==> config.mk <==
export PLATFORM = sky130hd
export DESIGN_NAME = comma_code_sched
export DESIGN_NICKNAME = d
export VERILOG_FILES = /design/src/rtl/comma_code_sched.sv
export SDC_FILE = /design/constraint.sdc
export NUM_CORES = 1
export LEC_CHECK = 0
export CAP_MARGIN = 25
export CORE_ASPECT_RATIO = 0.8
export CORE_MARGIN = 2
export CORE_UTILIZATION = 30
export DETAILED_ROUTE_END_ITERATION = 8
export DONT_BUFFER_PORTS = 1
export HOLD_SLACK_MARGIN = 0.05
export PLACE_DENSITY = 0.52
export SLEW_MARGIN = 30
export SYNTH_ARGS = -nofsm -noshare
export SYNTH_HDL_FRONTEND = slang
export SYNTH_SLANG_ARGS = --single-unit
==> constraint.sdc <==
create_clock -name trigger -period 2.3 [get_ports trigger]
set_input_delay 0.23 -clock trigger [delete_from_list [all_inputs] [get_ports trigger]]
set_output_delay 0.23 -clock trigger [all_outputs]
set_load 0.01 [all_outputs]
==> src/rtl/comma_code_sched.sv <==
// Round-robin scheduler that shares one bit-serial comma-code scanner among N_REQ requesters.
// The scanner reports the index of the lowest set bit with a valid/ready response tagged by requester ID.
module comma_code_sched #(
  parameter int N_REQ      = 4,
  parameter int WORD_SIZE  = 16,
  parameter int INDEX_SIZE = 4,
  parameter int ID_SIZE    = 2
) (
  input  logic                        trigger,
  input  logic                        rst_n,
  input  logic [N_REQ-1:0]            req,
  input  logic [N_REQ*WORD_SIZE-1:0]  word_bus,
  output logic [N_REQ-1:0]            ack,
  output logic                        busy,
  output logic                        resp_valid,
  input  logic                        resp_ready,
  output logic [ID_SIZE-1:0]          resp_id,
  output logic [INDEX_SIZE-1:0]       index_out,
  output logic                        found
);

  typedef enum logic [1:0] {IDLE, SCAN, RESP} state_t;

  state_t                  state, state_nxt;
  logic [ID_SIZE-1:0]      rr_ptr;
  logic [ID_SIZE-1:0]      pick_id;
  logic [ID_SIZE-1:0]      gnt_id;
  logic                    req_any;
  logic [WORD_SIZE-1:0]    shreg;
  logic [INDEX_SIZE-1:0]   cnt;
  logic                    scan_hit;
  logic                    scan_end;

  // First set request at or above ptr, wrapping modulo N_REQ; lowest offset wins.
  function automatic logic [ID_SIZE-1:0] rr_pick(input logic [N_REQ-1:0] r,
                                                 input logic [ID_SIZE-1:0] ptr);
    logic [ID_SIZE-1:0] pick;
    int idx;
    pick = ptr;
    for (int off = N_REQ - 1; off >= 0; off--) begin
      idx = (int'(ptr) + off) % N_REQ;
      if (r[idx]) pick = ID_SIZE'(idx);
    end
    return pick;
  endfunction

  function automatic logic [ID_SIZE-1:0] next_ptr(input logic [ID_SIZE-1:0] id);
    return ID_SIZE'((int'(id) + 1) % N_REQ);
  endfunction

  assign req_any  = |req;
  assign pick_id  = rr_pick(req, rr_ptr);
  assign scan_hit = shreg[0];
  assign scan_end = (cnt == INDEX_SIZE'(WORD_SIZE - 1));
  assign busy     = (state != IDLE);

  always_comb begin
    state_nxt = state;
    case (state)
      IDLE:    if (req_any) state_nxt = SCAN;
      SCAN:    if (scan_hit || scan_end) state_nxt = RESP;
      RESP:    if (resp_ready) state_nxt = IDLE;
      default: state_nxt = IDLE;
    endcase
  end

  always_ff @(posedge trigger) begin
    if (!rst_n) state <= IDLE;
    else        state <= state_nxt;
  end

  // Control and response registers: a reset discards any in-flight scan.
  always_ff @(posedge trigger) begin
    if (!rst_n) begin
      rr_ptr     <= '0;
      ack        <= '0;
      resp_valid <= 1'b0;
      resp_id    <= '0;
      index_out  <= '0;
      found      <= 1'b0;
    end else begin
      ack <= '0;
      case (state)
        IDLE: begin
          if (req_any) begin
            ack    <= N_REQ'(1) << pick_id;
            rr_ptr <= next_ptr(pick_id);
          end
        end
        SCAN: begin
          if (scan_hit) begin
            found      <= 1'b1;
            index_out  <= cnt;
            resp_valid <= 1'b1;
            resp_id    <= gnt_id;
          end else if (scan_end) begin
            found      <= 1'b0;
            index_out  <= '0;
            resp_valid <= 1'b1;
            resp_id    <= gnt_id;
          end
        end
        RESP: begin
          if (resp_ready) resp_valid <= 1'b0;
        end
        default: ;
      endcase
    end
  end

  // Scan datapath: only meaningful while SCAN, so it carries no reset.
  always_ff @(posedge trigger) begin
    if (state == IDLE && req_any) begin
      shreg  <= word_bus[int'(pick_id)*WORD_SIZE +: WORD_SIZE];
      gnt_id <= pick_id;
      cnt    <= '0;
    end else if (state == SCAN && !scan_hit && !scan_end) begin
      shreg <= shreg >> 1;
      cnt   <= cnt + 1'b1;
    end
  end

endmodule

==> results.ini <==
[finish]
layout_commonest_cell = nor2_1
final_core_util_pct = 35.5
final_layout_size_suffix_gt1_share_pct = 20.7
area_growth_pct = 14.2
nNetsFinal = 279
design_area_sq_um = 2460
diodes = 0
final_cell_mix = nor2_1, dfxtp_1, mux2i_1, edfxtp_1, buf_4

[critical_path]
worst-path-stages = 6
worstSetupStartpointType = flop
slowest_stage = or3_2
max_stage_delay_ns = 0.50
critPathMaxFanout = 21
worstPathRequired_ns = 2.33
crit_buf_inv = 1
crit_type = reg -> reg
arrival_ns = 2.20
cp-end-kind = flop
path_cells = nor2b_1 > o21a_1 > or3_2 > buf_4 > a2111oi_2 > a211oi_1
cp_top_family = compound AO/OA/AOI/OAI gates
rr_worst_depth = 6

[power_and_ir_drop]
seqPwrFrac_pct = 37.2
switching_share_pct = 35.1
leakagePower_nw = 0.882
p_clk_share_pct = 22.5
peakVddDrop_mv = 0.528
comb_power_share_pct = 40.2
switching_power_mw = 1.07
power_density_nw_per_um2 = 1240
p_int_mw = 1.97
finalPower_mw = 3.04

[global_route]
grt_start_max_net_pins = 22
grt_pass1_vias = 1567
grt-ovfl-total = 0
antenna_found_initial = 0
grt_pass1_wl_um = 8420
grtUsageTotal_pct = 13.8

[drt]
vias = 1618
ant_nets = 0
first_iter_violations = 74
firstDrtPassIters = 4
vias_per_cell = 5.48
wire_per_inst_um = 18.4
drt_wl_total_um = 5440
drcViolationCount = 0

[die]
start_util_pct = 31.1
die_h_um = 79.8
fp-row-count = 27
pin_count = 84
die_x_um = 98.8
coreArea_sq_um = 6930
die_area_sq_um = 7880

[cts]
cts-buffers-inserted = 5
ctsHoldBuffers = 0
cts_setup_buffers = 0
cts.sinks = 38
h-tree-depth = 2
clock_latency_ns = 0.29
cts_tree = done
clock-root-buffer = clkbuf_8
clkTransAtPathRegs_ns = 0.08
max-clock-path-buffers = 2

[place]
place.detailed.hpwl_um = 3990
place_area_sq_um = 2290
post-place-ws_ns = 0.0885
io_buffers = 0
place_congestion = 0.770

[sta]
max_freq_mhz = 461
rsz0062_at_grt = true
clock-skew-final_ns = 0.00779
hold_ws_ns = 0.0630
min_period_over_period_pct = 94.4
slew_viol_final = 0
slew_headroom_pct = 63.1
timing.final.hold_violations = 0
fin_ws_ns = 0.129
period_needed_ns = 2.17
setup_viol = 0
max_slew.worst_pin.slew_ns = 0.545

[synth]
synthCells = 201
ys_async_sr_fraction_pct = 0
synth_nets = 273
synth_area_per_cell_sq_um = 10.7
synth-edff-count = 18
synth_flop_cell = dfxtp_1
ys_seq_area_share_pct = 43.7
yosysUniqueCellTypes = 44
syn_area_sq_um = 2150
synth_seq_cells = 38
yosys_warnings = 0

[hold_path]
hp-class = in -> reg
hold_depth = 1

[status]
status = completed

[flow_run]
cap_viol_max_count = 0

per-layer routing:
layer | wire (um) | global-route usage (%) | part of all wire, %
met5 | 0 | 0 | 0
met1 | 2550 | 19.5 | 47
met4 | 66 | 3.84 | 1.2
met2 | 2360 | 19.4 | 43
met3 | 463 | 5.52 | 8.5
registers in the layout (all words and copies together), names as in the netlist:
register	flops
found	1
state	2
cnt	4
resp_valid	1
ack	4
resp_id	2
rr_ptr	2
index_out	4
gnt_id	2
shreg	16
power groups by stage:
stage	clock network [mW]	logic (mW)	registers [mW]
final	0.685	1.22	1.13
after global routing	0.723	1.36	1.16
after CTS	0.697	1.20	1.13
after detailed placement	0	1.20	1.15
after global placement	0	1.18	1.15
after floorplan	0	0.922	1.11
per-stage QoR:
| stage | setup TNS (ns) | instances |
|---|---|---|
| 4_1_cts | 0 | 295 |
| 5_1_grt | -0.00526 | 295 |
| 3_3_place_gp | 0 | 287 |
| 3_5_place_dp | 0 | 287 |
| 2_1_floorplan | 0 | 201 |
| 6_report | 0 | 295 |
synth_stat cells, drive strengths merged, types with 2 or more instances:
| master | n | area [sq um] |
|---|---|---|
| nor2 | 23 | 86.3 |
| dfxtp | 20 | 400 |
| edfxtp | 18 | 541 |
| mux2i | 18 | 180 |
| a2111oi | 14 | 191 |
| a211oi | 14 | 105 |
| nor4b | 14 | 123 |
| nor2b | 12 | 75.1 |
| buf | 10 | 63.8 |
| clkbuf | 6 | 22.5 |
| nand2 | 5 | 18.8 |
| a22oi | 4 | 30.0 |
| and3 | 4 | 25.0 |
| and2 | 3 | 18.8 |
| o21ai | 3 | 15.0 |
| or2 | 3 | 18.8 |
| a21boi | 2 | 15.0 |
| a21oi | 2 | 10.0 |
| and3b | 2 | 17.5 |
| nor3b | 2 | 15.0 |
| o21a | 2 | 15.0 |
| xnor2 | 2 | 17.5 |
| xor2 | 2 | 17.5 |
repair_timing:
action | in CTS | in global routing
gates resized for setup | 0 | 5
setup endpoints to repair | 0 | 4
endpoints found under the hold margin | 0 | 0
worst paths after layout:
path | start | to | slack [ns]
max | rr_ptr[0] | shreg[6] | 0.13
min | rst_n | rr_ptr[0] | 0.06
max reg2reg | rr_ptr[0] | shreg[6] | 0.13
min reg2reg | gnt_id[1] | resp_id[1] | 0.52
kinds of logic (layout without fill, tap and decap cells):
kind of cell / after synthesis / in the layout / synth area share [%]
compound gates: 47 / 47 / 20.2
xor+xnor: 4 / 4 / 1.63
fa+ha+maj: 1 / 1 / 0.581
buf+inv: 18 / 25 / 4.35
flops: 38 / 38 / 43.7
mux: 19 / 19 / 9.41
simple gates: 74 / 74 / 20.2
area by class of cell:
| class | count | area, sq um |
|---|---|---|
| clock buffers | 5 | 68.8 |
| clock inverters | 3 | 68.8 |
| fillers | 674 | 4460 |
| inverters | 2 | 7.51 |
| multi-input cells | 145 | 1150 |
| flip-flops and latches | 38 | 941 |
| well taps | 87 | 109 |
| repair buffers | 15 | 113 |
(Power assumes the default switching activity.)
